==> src/rtl/lrf_pkg.sv <==
// Shared types and sizing helpers for the LRF stream sequencer.
// Frame geometry is derived here so the top and any sub-module agree on counter widths.
package lrf_pkg;

    localparam int MODE_BLOCK   = 0;
    localparam int MODE_SLIDING = 1;

    function automatic int beats_of(input int image_dim, input int pixels_per_beat);
        return image_dim * image_dim / pixels_per_beat;
    endfunction

    function automatic int cnt_width(input int n);
        return (n > 1) ? $clog2(n) : 1;
    endfunction

    typedef struct packed {
        logic valid;
        logic last;
        logic emit;
    } dl_entry_t;

endpackage

==> src/rtl/lrf_delay_line.sv <==
// Clock-enabled shift register with asynchronous clear.
// It tracks beat control bits alongside the fusion datapath so results can be realigned.
module lrf_delay_line #(
    parameter int WIDTH = 3,
    parameter int DEPTH = 4
) (
    input  logic             clk,
    input  logic             rst_n,
    input  logic             ce,
    input  logic [WIDTH-1:0] d,
    output logic [WIDTH-1:0] q
);

    logic [WIDTH-1:0] stages [DEPTH];

    // NOTE: this storage is reset on purpose; a reset must flush in-flight beats,
    // so the usual rule of leaving data arrays unreset does not apply here.
    always_ff @(posedge clk or negedge rst_n) begin
        if (!rst_n) begin
            for (int i = 0; i < DEPTH; i++) stages[i] <= '0;
        end else if (ce) begin
            stages[0] <= d;
            for (int i = 1; i < DEPTH; i++) stages[i] <= stages[i-1];
        end
    end

    assign q = stages[DEPTH-1];

endmodule

==> src/rtl/lrf_stream_sequencer.sv <==
// Frame sequencer for the lucky-region-fusion pipeline: beat/frame counters,
// datapath stall control, and realignment of datapath results onto the output stream.
module lrf_stream_sequencer
    import lrf_pkg::*;
#(
    parameter int PIXELS_PER_BEAT = 16,
    parameter int IMAGE_DIM       = 512,
    parameter int FUSE_COUNT      = 16,
    parameter int MODE            = MODE_BLOCK,
    parameter int DP_LATENCY      = 4,
    parameter int DATA_WIDTH      = 8 * PIXELS_PER_BEAT
) (
    input  logic                  s_axis_aclk,
    input  logic                  s_axis_aresetn,
    input  logic [DATA_WIDTH-1:0] s_axis_tdata,
    input  logic                  s_axis_tvalid,
    input  logic                  s_axis_tlast,
    output logic                  s_axis_tready,
    output logic [DATA_WIDTH-1:0] m_axis_tdata,
    output logic                  m_axis_tvalid,
    output logic                  m_axis_tlast,
    input  logic                  m_axis_tready,
    output logic                  dp_ce,
    output logic                  dp_in_valid,
    output logic [cnt_width(beats_of(IMAGE_DIM, PIXELS_PER_BEAT))-1:0] beat_addr,
    output logic [cnt_width(FUSE_COUNT)-1:0] frame_idx,
    output logic                  first_frame,
    output logic                  window_full,
    input  logic [DATA_WIDTH-1:0] dp_out_data,
    output logic                  err_tlast
);

    localparam int BEATS = beats_of(IMAGE_DIM, PIXELS_PER_BEAT);
    localparam int AW    = cnt_width(BEATS);
    localparam int FW    = cnt_width(FUSE_COUNT);
    localparam logic [AW-1:0] LAST_BEAT  = AW'(BEATS - 1);
    localparam logic [FW-1:0] LAST_FRAME = FW'(FUSE_COUNT - 1);

    logic      rst_done;
    logic      accept;
    logic      at_last_beat;
    logic      frame_end;
    logic      emit;
    logic      unused_tdata;
    dl_entry_t dl_head;
    dl_entry_t dl_tail;

    // Pixel data flows straight into the datapath; only its handshake is sequenced here.
    assign unused_tdata = ^s_axis_tdata;

    assign dp_ce         = ~m_axis_tvalid | m_axis_tready;
    assign s_axis_tready = rst_done & dp_ce;
    assign accept        = s_axis_tvalid & s_axis_tready;
    assign dp_in_valid   = accept;
    assign at_last_beat  = (beat_addr == LAST_BEAT);
    assign frame_end     = at_last_beat | s_axis_tlast;
    assign emit          = (MODE == MODE_SLIDING) ? (window_full | (frame_idx == LAST_FRAME))
                                                  : (frame_idx == LAST_FRAME);

    assign dl_head.valid = accept;
    assign dl_head.last  = frame_end;
    assign dl_head.emit  = emit;

    always_ff @(posedge s_axis_aclk or negedge s_axis_aresetn) begin
        if (!s_axis_aresetn) begin
            rst_done    <= 1'b0;
            beat_addr   <= '0;
            frame_idx   <= '0;
            first_frame <= 1'b1;
            window_full <= 1'b0;
            err_tlast   <= 1'b0;
        end else begin
            rst_done <= 1'b1;
            if (accept) begin
                // An early tlast or a missing one both flag; the frame ends on whichever comes first.
                if (s_axis_tlast != at_last_beat) err_tlast <= 1'b1;
                if (frame_end) begin
                    beat_addr   <= '0;
                    frame_idx   <= (frame_idx == LAST_FRAME) ? '0 : frame_idx + 1'b1;
                    first_frame <= 1'b0;
                    if (frame_idx == LAST_FRAME) window_full <= 1'b1;
                end else begin
                    beat_addr <= beat_addr + 1'b1;
                end
            end
        end
    end

    lrf_delay_line #(
        .WIDTH($bits(dl_entry_t)),
        .DEPTH(DP_LATENCY)
    ) u_delay_line (
        .clk  (s_axis_aclk),
        .rst_n(s_axis_aresetn),
        .ce   (dp_ce),
        .d    (dl_head),
        .q    (dl_tail)
    );

    // A load while the sink accepts keeps tvalid high, giving one beat per cycle.
    always_ff @(posedge s_axis_aclk or negedge s_axis_aresetn) begin
        if (!s_axis_aresetn) begin
            m_axis_tvalid <= 1'b0;
            m_axis_tlast  <= 1'b0;
            m_axis_tdata  <= '0;
        end else if (dp_ce && dl_tail.valid && dl_tail.emit) begin
            m_axis_tvalid <= 1'b1;
            m_axis_tlast  <= dl_tail.last;
            m_axis_tdata  <= dp_out_data;
        end else if (m_axis_tready) begin
            m_axis_tvalid <= 1'b0;
        end
    end

endmodule

==> config.mk <==
export PLATFORM = sky130hd
export DESIGN_NAME = lrf_stream_sequencer
export DESIGN_NICKNAME = d
export VERILOG_FILES = /design/src/rtl/lrf_pkg.sv /design/src/rtl/lrf_delay_line.sv /design/src/rtl/lrf_stream_sequencer.sv
export SDC_FILE = /design/constraint.sdc
export NUM_CORES = 1
export LEC_CHECK = 0
export CORE_AREA = 2 2 161 163
export DETAILED_ROUTE_END_ITERATION = 12
export DIE_AREA = 0 0 163 165
export MAX_ROUTING_LAYER = met4
export SYNTH_ARGS = -nofsm -noshare
export SYNTH_HDL_FRONTEND = slang
export SYNTH_SLANG_ARGS = --single-unit
==> constraint.sdc <==
create_clock -name s_axis_aclk -period 7.6 [get_ports s_axis_aclk]
set_input_delay 1.14 -clock s_axis_aclk [delete_from_list [all_inputs] [get_ports s_axis_aclk]]
set_output_delay 1.14 -clock s_axis_aclk [all_outputs]
set_load 0.02 [all_outputs]
==> qor.yml <==
drtIter0Drc: 185
synth_flop_cell: "dfrtp_1"
post-dp-hpwl_um: 11500
synth-seq-cells: 164
syn_area_per_cell_um2: 14.49
grtUsageTotal_pct: 12.35
coreArea_mm2: 0.02504
synth_warnings: 0
fin_crit_sh_pct: 60.40
setup_violations: 0
final_common_cell: "clkdlybuf4s50_1"
grt_pass1_vias: 4470
synthCells: 441
chipHeight_um: 165
hold_viol: 0
num_rows: 58
synth_edf_count: 0
place_congestion: 0.7503
wl_per_cell_um: 15.21
crit_required_ns: 6.46
antenna_cells: 0
clk_latency_ns: 0.42
fp.dieW_um: 163
cts_resized: 0
cp.arrival_ns: 3.45
viasPerCell: 4.221
start_util_pct: 25.52
pin_count: 415
cts_tree: "done"
synth_nets: 706
antenna_found_initial: 0
syn_area_mm2: 0.006389
cp-end-kind: "output port"
cts_setup_buffers: 0
fin_tns_setup_ns: 0
fmax_mhz: 217.8
skew_ns: 0.008241
yosysSeqAreaShare_pct: 64.26
relSlewSlack_pct: 34.15
cts_root_buf: "clkbuf_16"
h-tree-depth: 4
ant_nets: 0
fin_util_pct: 40.78
leakagePower_nw: 4.152
grt_start_max_net_pins: 91
tightest_slew_ns: 0.9878
cts.sinks: 164
grt_pass1_wl_um: 25040
numCtsBuffers: 17
rsz0062_at_grt: "false"
drtPass1Iterations: 4
clk_pin_slew_ns: 0.07
min_period_ns: 4.591
drive_gt1_share_pct: 24.06
clock_path_buffers: 2
ir_drop_v: 0.0001729
routed_wl_um: 16340
final_max_slew_viol_count: 0
outcome: "completed"
drv_cap: 0
cp_max_fo: 17
ys_types: 40
num_vias: 4533
critPathKind: "input port to output port"
fillers: 2359
powerDensity_mw_per_mm2: 267.5
hold_buffers: 0
finalNetCount: 996
grt_overflow_total: 0
async_flop_share_pct: 100.0
hold_path.class: "flop to flop"
layout_common_cells: "285 x clkdlybuf4s50_1, 163 x dfrtp_1, 132 x mux2_2, 49 x nand2_1, 17 x clkbuf_16"
area_delta_synth_final_pct: 59.83
portBuffers: 286
drc: 0
worst_setup_path_start_kind: "input port"
die_area_mm2: 0.02690
## routing by layer
layer / GRT usage [%] / share of wire (%) / routed length, µm
met1: 15.32 / 43 / 7047
met2: 19.41 / 48 / 7872
met3: 3.566 / 7.6 / 1241
met4: 4.103 / 1.1 / 178
met5: - / 0 / 0
## Yosys cell counts (4+ instances only)
cell type | instances | area share, %
nand2_1 | 49 | 2.9
or4_1 | 4 | 0.47
a21oi_1 | 4 | 0.31
ha_1 | 4 | 0.78
clkbuf_1 | 4 | 0.23
mux2_2 | 132 | 23
buf_2 | 15 | 1.2
nand3_1 | 7 | 0.55
dfrtp_1 | 163 | 64
o211ai_1 | 4 | 0.47
inv_1 | 6 | 0.35
o21ai_0 | 9 | 0.71
## state kept, by name, summed over array words and instances, names as in the netlist
| name | flops |
|---|---|
| rst_done | 1 |
| err_tlast | 1 |
| beat_addr | 14 |
| u_delay_line.q | 3 |
| u_delay_line.stages | 9 |
| m_axis_tlast | 1 |
| m_axis_tdata | 128 |
| window_full | 1 |
| frame_idx | 4 |
| first_frame | 1 |
| m_axis_tvalid | 1 |
## report_power, final
| group | total (mW) | internal (mW) | switching (mW) | leakage (nW) |
|---|---|---|---|---|
| sequential | 1.11 | 1.02 | 0.0866 | 1.95 |
| clock | 0.870 | 0.478 | 0.392 | 0.289 |
| combinational | 0.756 | 0.416 | 0.340 | 1.91 |
| total | 2.73 | 1.91 | 0.818 | 4.15 |
## worst paths after layout
check / slack [ns] / startpoint / cells past startpoint / end
max reg2reg: 4.59 / beat_addr[0]$_DFFE_PN0P_ / 8 / frame_idx[0]$_DFFE_PN0P_
max: 3.01 / m_axis_tready / 7 / dp_in_valid
min in group asynchronous: 0.79 / s_axis_aresetn / 1 / m_axis_tdata[74]$_DFFE_PN0P_
min reg2reg: 0.46 / err_tlast$_DFFE_PN0P_ / 1 / err_tlast$_DFFE_PN0P_
max in group asynchronous: 5.22 / s_axis_aresetn / 2 / m_axis_tdata[69]$_DFFE_PN0P_
min: 0.46 / err_tlast$_DFFE_PN0P_ / 1 / err_tlast$_DFFE_PN0P_
## through the flow
step	std cells	cell area, µm²	power (mW)	hold WS (ns)	worst slack (ns)
after floorplan	441	6389	1.462	0.4331	4.655
after global placement	1042	9613	1.882	0.4408	3.002
after detailed placement	1042	9613	1.890	0.4466	3.049
after CTS	1074	10210	2.787	0.4710	3.027
after global routing	1074	10210	2.879	0.4952	2.874
final	1074	10210	2.732	0.4623	3.010
## cell type report
class	count	area, µm²	share of cell area [%]
Sequential cell	164	4105	40.20
Inverter	7	26.28	0.2573
Timing Repair Buffer	290	2894	28.34
Clock inverter	14	158.9	1.556
Tap cell	330	412.9	4.044
Clock buffer	18	439.2	4.301
Multi-Input combinational cell	251	2175	21.30
## critical path, stage by stage
cell and delay (ns):
clkdlybuf4s50_1 0.46, nor2b_1 0.04, buf_4 0.19, inv_2 0.25, nand2_1 0.41, inv_1 0.29
clkdlybuf4s50_1 0.65
## cell families (layout without fill, tap and decap cells)
logic type,after synthesis,after routing,synth area share [%]
muxes,133,133,23.42
adders and majority gates,4,4,0.7834
and+or+nand+nor,81,81,6.130
other,1,1,0.05870
AOI/OAI and AO/OA,31,31,3.389
buffers and inverters,26,329,1.821
xor gates and xnor gates,1,1,0.1371
DFF,164,164,64.26
Note: power is estimated with default switching activity, not from simulation.
